$ cat config.mk
export PLATFORM = sky130hd
export DESIGN_NAME = store_drain_unit
export DESIGN_NICKNAME = d
export VERILOG_FILES = /design/src/rtl/store_drain_unit.sv
export SDC_FILE = /design/constraint.sdc
export NUM_CORES = 1
export LEC_CHECK = 0
export ABC_AREA = 0
export CELL_PAD_IN_SITES_DETAIL_PLACEMENT = 1
export CELL_PAD_IN_SITES_GLOBAL_PLACEMENT = 1
export CORE_MARGIN = 5
export CORE_UTILIZATION = 18
export CTS_BUF_LIST = sky130_fd_sc_hd__clkbuf_2
export DETAILED_ROUTE_END_ITERATION = 7
export GPL_TIMING_DRIVEN = 1
export PLACE_DENSITY_LB_ADDON = 0.1
export SYNTH_ARGS = -nofsm -noshare
export SYNTH_HDL_FRONTEND = slang
export SYNTH_SLANG_ARGS = --single-unit
$ cat constraint.sdc
create_clock -name clk -period 3.8 [get_ports clk]
set_clock_uncertainty 0.05 [all_clocks]
set_input_delay 0.57 -clock clk [delete_from_list [all_inputs] [get_ports clk]]
set_output_delay 0.57 -clock clk [all_outputs]
set_load 0.005 [all_outputs]
$ cat src/rtl/store_drain_unit.sv
// store_drain_unit: drains committed stores from the store queue into the
// D-cache one at a time (IDLE -> REQ -> WAIT), releasing each store-queue
// entry when the cache acknowledges the write.
//
// Handshake: the D-cache request is a strict valid/ready transfer. Once
// dc_req_valid rises, it stays high and addr/data stay constant until the
// cycle in which dc_req_valid && dc_req_ready. After that the request is
// considered in flight until a dc_ack pulse. An ack seen in any other state
// is ignored.
module store_drain_unit #(
  parameter int SQ_SIZE  = 8,
  parameter int COMMIT_W = 4,
  parameter int ADDR_W   = 32,
  parameter int DATA_W   = 32
) (
  input  logic                            clk,
  input  logic                            rst,
  input  logic [$clog2(COMMIT_W+1)-1:0]   commit_store_cnt,
  output logic [$clog2(SQ_SIZE)-1:0]      sq_read_pointer,
  input  logic [ADDR_W-1:0]               sq_mem_addr,
  input  logic [DATA_W-1:0]               sq_sw_data,
  output logic                            dc_req_valid,
  output logic [ADDR_W-1:0]               dc_req_addr,
  output logic [DATA_W-1:0]               dc_req_data,
  input  logic                            dc_req_ready,
  input  logic                            dc_ack,
  output logic                            sq_release_valid,
  output logic [$clog2(SQ_SIZE)-1:0]      sq_release_idx,
  output logic                            drain_empty,
  output logic                            overflow_err,
  output logic [1:0]                      state_dbg,
  output logic [$clog2(SQ_SIZE):0]        pending_dbg
);

  localparam int PTR_W = $clog2(SQ_SIZE);
  localparam int PW    = $clog2(SQ_SIZE) + 1;
  localparam int CW    = $clog2(COMMIT_W + 1);
  localparam int SW    = PW + CW;

  typedef enum logic [1:0] {
    IDLE = 2'd0,
    REQ  = 2'd1,
    WAIT = 2'd2
  } state_e;

  state_e            state_q, state_d;
  logic [PW-1:0]     pending_q, pending_d;
  logic [PTR_W-1:0]  rd_ptr_q, rd_ptr_d;
  logic              overflow_q, overflow_d;

  logic              release_fire;
  logic [SW-1:0]     sum_add;
  logic [SW-1:0]     sum_net;

  // Pending-count update, overflow detection and FSM next state.
  always_comb begin
    state_d      = state_q;
    rd_ptr_d     = rd_ptr_q;
    overflow_d   = overflow_q;
    release_fire = (state_q == WAIT) && dc_ack && !rst;

    // Commits and the release land in the same cycle; the release never
    // drives the count below zero.
    sum_add = SW'(pending_q) + SW'(commit_store_cnt);
    sum_net = sum_add;
    if (release_fire && (sum_add != '0)) begin
      sum_net = sum_add - SW'(1);
    end

    if (sum_net > SW'(SQ_SIZE)) begin
      pending_d  = PW'(SQ_SIZE);
      overflow_d = 1'b1;
    end else begin
      pending_d  = sum_net[PW-1:0];
    end

    case (state_q)
      IDLE: begin
        // pending_d includes this cycle's commits, so they issue next cycle.
        if (pending_d != '0) begin
          state_d = REQ;
        end
      end
      REQ: begin
        if (dc_req_ready) begin
          state_d = WAIT;
        end
      end
      WAIT: begin
        if (dc_ack) begin
          rd_ptr_d = rd_ptr_q + PTR_W'(1);
          state_d  = (pending_d != '0) ? REQ : IDLE;
        end
      end
      default: begin
        state_d = IDLE;
      end
    endcase
  end

  // State, pending count, read pointer and sticky error registers.
  always_ff @(posedge clk) begin
    if (rst) begin
      state_q    <= IDLE;
      pending_q  <= '0;
      rd_ptr_q   <= '0;
      overflow_q <= 1'b0;
    end else begin
      state_q    <= state_d;
      pending_q  <= pending_d;
      rd_ptr_q   <= rd_ptr_d;
      overflow_q <= overflow_d;
    end
  end

  // Request and release outputs are suppressed while reset is held so an
  // in-flight request is abandoned without a release pulse.
  always_comb begin
    dc_req_valid     = (state_q == REQ) && !rst;
    dc_req_addr      = sq_mem_addr;
    dc_req_data      = sq_sw_data;
    sq_release_valid = release_fire;
    sq_release_idx   = rd_ptr_q;
    sq_read_pointer  = rd_ptr_q;
    drain_empty      = rst || ((state_q == IDLE) && (pending_q == '0));
    overflow_err     = overflow_q;
    state_dbg        = state_q;
    pending_dbg      = pending_q;
  end

endmodule

* Yosys cells after proc, flatten, opt, wreduce, memory -nomap -nowiden
Index checks and enable logic that the tools add are counted.
** Storage, ports and cells
- Input port bits :: 71
- Output and inout bits :: 80
- Bits in registers :: 10
- Word-level logic and storage cells :: 33
** Cells by class
- Reductions and logical operators :: 13
- Add/sub/neg operators :: 3
- Equal/unequal tests :: 5
- Magnitude comparators :: 1
- Mux-type cells :: 7
** Operators by type and width (count)
- $gt A7 B4 Y1 const B :: 1
- $mux W7 :: 1
- $reduce_bool A7 Y1 :: 1
- $mux W2 :: 3
- $ne A2 B2 Y1 const B :: 3
- $pmux W2 S3 :: 1
- $sub A5 B1 Y6 const B :: 1
- $add A4 B3 Y5 :: 1
- $logic_and A1 B1 Y1 :: 5
- $logic_not A4 Y1 :: 1
- $mux W4 :: 1
- $reduce_bool A4 Y1 :: 1
- $add A3 B1 Y3 const B :: 1
- $reduce_and A3 Y1 :: 1
- $eq A2 B1 Y1 const B :: 1
- $eq A2 B2 Y1 const B :: 1
- $logic_not A2 Y1 :: 1
- $reduce_and A2 Y1 :: 1
- $logic_not A1 Y1 :: 1
- $logic_or A1 B1 Y1 :: 1
- $mux W1 :: 1

* Depth between registers and ports, before layout
- Word-level depth :: 11
- Depth in mapped cells :: 9
- Gate-level depth less buffers :: 9

* Worst setup path after synthesis
OpenSTA, ideal clock, no wires.
- Kind :: input port to flip-flop
- Start :: in commit_store_cnt[0]
- End :: reg state_q[0] (netlist: state_dbg[0])
- Stages :: 9
- Required time :: 3.676 ns
- Setup slack :: 1.244 ns
- Data arrival time :: 2.432 ns
- Path through :: ha_1 -> fa_1 -> inv_1 -> ha_1 -> nand3_1 -> a2bb2oi_1 -> a211oi_2 -> o311ai_1 -> a31oi_1
** Between the ends
- Longest elaborated chain between the ends :: 10
- Elaborated cells on any way between the ends :: 13
- Those cells by class :: add/sub (2); order compare (1); eq/ne (1); mux (5); reduce/logical (4)
** RTL lines
- start: declaration :: line 18 : input logic [$clog2(COMMIT_W+1)-1:0] commit_store_cnt,
- $add A4 B3 Y5 (*) :: line 64 : sum_add = SW'(pending_q) + SW'(commit_store_cnt);
- parallel branches: the longest is 2 deep, another holds $sub A5 B1 Y6
- $mux W7 (*) :: line 66 : if (release_fire && (sum_add != '0)) begin
- $gt A7 B4 Y1 :: line 70 : if (sum_net > SW'(SQ_SIZE)) begin
- $mux W4 (*) :: line 70
- $reduce_bool A4 Y1 (*) :: line 80, 92
- $mux W1 :: line 92 : state_d = (pending_d != '0) ? REQ : IDLE;
- $mux W2 :: line 90 : if (dc_ack) begin
- $pmux W2 S3 :: line 77 : case (state_q)
- end signal: assignment :: line 109 : state_q <= state_d;
- end: declaration :: line 46 : state_e state_q, state_d;
Every way passes the cells marked *. The select of a mux whose other input is x is not followed.
A chain may end at the register's enable or synchronous reset.

* Worst setup path after layout
Ends and elaborated chain as after synthesis.

==> qor.csv <==
stage;metric;value;unit
timing;maxSlewViolCount;0;
cts;cts_tree;built;
timing;finalSetupViolCount;0;
grt;grt_pass1_vias;856;
drt;post_drt_wl_per_cell;14.5;um
worst_setup_path;path_cells;clkdlybuf4s50_1 -> ha_1 -> fa_1 -> inv_1 -> ha_1 -> nand3_1 -> a2bb2oi_1 -> a211oi_2 -> o311ai_1 -> a31oi_1;
grt;grt_overflow;0;
run;maxCapViolations;0;
logic_synthesis;synthCells;156;
timing;worst_pin_slew;0.423;ns
cts;cts_buffer_depth;2;
final_layout;final_cell_mix;22 x clkdlybuf4s50_1, 12 x nor2_1, 10 x dfxtp_1;
floorplanning;die-area;8730;um2
timing;period_needed;2.99;ns
timing;max-slew-margin-rel;71.8;%
drt;vias_per_cell;3.83;
logic_synthesis;synth_edf_count;0;
grt;antenna_found_initial;0;
final_layout;final_common_cell;clkdlybuf4s50_1;
logic_synthesis;synth_top_family_by_area;buffers and inverters;
worst_setup_path;endpoint_kind;flip-flop;
place;post-dp-hpwl;2540;um
worst_setup_path;crit_fanout;4;
final_layout;fillers;812;
timing;rsz0062_at_grt;false;
power;p_sw_share;43.6;%
floorplanning;core_area;6790;um2
worst_setup_path;critPathTopFamily;adder cells;
timing;fin_crit_sh;78.6;%
drt;firstDrtPassIters;3;
logic_synthesis;yosys_warnings;0;
cts;cts_hold_buffers;0;
logic_synthesis;synth_area_leaders;buf_4 41%, dfxtp_1 16%, ha_1 5.0%;
drt;antenna_left;0;
logic_synthesis;netlist.area_leader.share;40.8;%
power;p_switching;0.000302;W
power;ir_drop;0.0777;mV
place;globalplace.congestion;0.696;
cts;ctsHtreeMaxLevel;1;
final_layout;drive_gt1_share;5.31;%
power;p_seq_share;24.8;%
logic_synthesis;synth_top_area_cell;buf_4;
power;p_int;0.000391;W
logic_synthesis;synth_xor_area_share;5.00;%
grt;grt_start_max_net_pins;12;
logic_synthesis;synth_fa_ha_area_share;6.59;%
logic_synthesis;synthSimpleGateAreaFrac;14.8;%
worst_setup_path;crit_top_cell;ha_1;
logic_synthesis;ys_types;36;
worst_setup_path;cp.arrival;3.13;ns
final_layout;diodes;0;
place;post-place-ws;0.531;ns
final_layout;multi_input_area;519;um2
floorplanning;fp-row-count;30;
final_layout;area_growth;-12.1;%
logic_synthesis;synth-seq-cells;10;
cts;clk_pin_slew;0.11;ns
logic_synthesis;synth_compound_area_share;13.5;%
final_layout;fin_nets;191;
outcome;status;complete, no violations;
drt;first_iter_violations;11;
worst_setup_path;cp-start-kind;primary input;
logic_synthesis;netlist_area;1250;um2
cts;numCtsBuffers;3;
power;power_frac_comb;66.2;%
timing;hold_slack;0.406;ns
worst_setup_path;slowest_delay;0.59;ns
floorplanning;initial_core_util;18.4;%
logic_synthesis;ys.flop_type;dfxtp_1;
floorplanning;die_x;93.4;um
power;power_density;629;nW/um2
logic_synthesis;ys_seq_area_share;16.0;%
power;power.clock.fraction;9.0;%
hold_path;hp-class;reg2reg;
grt;grt_use_total;6.71;%
floorplanning;die_h;93.4;um
place;io_buffers;22;
logic_synthesis;synthArstFlopShare;0;%
final_layout;regArea;200;um2
timing;setup_tns;0;ns
cts;worstSkewPairLatency;0.25;ns
cts;post-cts-setup-buffers;0;
power;leakage;0.405;nW
cts;clock_sinks;10;
logic_synthesis;syn_area_per_cell;8.03;um2
worst_setup_path;cpMaxStageDelayCell;fa_1;
cts;cts_resized;0;
cts;clock-root-buffer;clkbuf_2;
worst_setup_path;crit_required;3.94;ns
timing;fmax;335;MHz
drt;routed_wl;3030;um
worst_setup_path;critPathKind;in2reg;
logic_synthesis;synth.area.mux_share;1.60;%
drt;drc_errors;0;
power;total_power;0.000693;W
worst_setup_path;path_buf_inv;2;
timing;finalHoldViolCount;0;
grt;grt_pass1_wl;4620;um
drt;vias;801;
logic_synthesis;synth_nets;233;
floorplanning;io_pins;151;
timing;setup_slack;0.813;ns
## Yosys cell counts (2+ instances only)
| cell type | count |
|---|---|
| ha_1 | 5 |
| xnor2_1 | 3 |
| buf_4 | 68 |
| nand3_1 | 3 |
| clkbuf_1 | 2 |
| nand2b_1 | 3 |
| nand2_1 | 5 |
| a21boi_1 | 2 |
| o21ai_0 | 2 |
| mux2i_1 | 2 |
| dfxtp_1 | 10 |
| nand3b_1 | 2 |
| nor2_1 | 12 |
| nor2b_1 | 4 |
| a211oi_1 | 2 |
| a21o_1 | 2 |
| inv_1 | 4 |
| a211o_1 | 2 |
| a21oi_1 | 6 |
## sequential cells by signal, summed over array words and instances (netlist names)
register,count
pending_dbg,4
sq_read_pointer,3
state_dbg,2
overflow_err,1
## path summary, 6_finish.rpt
| check | start | endpoint | slack, ns | cells past startpoint |
|---|---|---|---|---|
| worst min-delay path | overflow_err | overflow_err | 0.41 | 2 |
| worst max-delay path | commit_store_cnt[0] | state_dbg[0] | 0.81 | 10 |
| worst min register to register | overflow_err | overflow_err | 0.41 | 2 |
| worst max register to register | pending_dbg[0] | state_dbg[0] | 1.22 | 9 |
## through the flow
step	utilization (%)	cell area (um2)	std cells
3_5_place_dp	15.9	1080	205
2_1_floorplan	-	1250	156
4_1_cts	16.2	1100	209
3_3_place_gp	15.9	1080	205
6_report	16.2	1100	209
5_1_grt	16.2	1100	209
## worst register-to-register path: cells and delay by family, from the launching register on
kind | cells | cell delay (ns)
buffers and inverters | 1 | 0.08
AO/OA/AOI/OAI | 4 | 0.81
adder cells (fa/ha/maj) | 3 | 1.15
flip-flops | 1 | 0.35
AND/OR/NAND/NOR | 1 | 0.08
## cell type report
class                   count  share of cell area [%]
well taps                  96                    10.9
clock inverters             1                   0.341
inverters                   4                    1.36
multi-input cells          72                    47.2
clock buffers               3                    1.36
flip-flops and latches     10                    18.2
repair buffers             23                    20.7
## cell families after synthesis
logic type | after synthesis
xor+xnor | 5
buf+inv | 74
compound gates | 24
mux | 2
flops | 10
simple gates | 35
fa+ha+maj | 6
## power by group through the flow
stage,combinational (W),sequential (W),clock (W)
final,0.000459,0.000172,0.0000620
after global routing,0.000510,0.000181,0.0000771
after CTS,0.000471,0.000175,0.0000701
after detailed placement,0.000467,0.000177,0
after global placement,0.000475,0.000177,0
after floorplan,0.000360,0.000168,0
## metal layers
metal	wire, um	global-route usage [%]
met1	1110	6.59
met3	405	2.74
met2	1370	11.1
met5	0	0
met4	148	5.25
No activity file was read; power rests on OpenSTA's default activity.
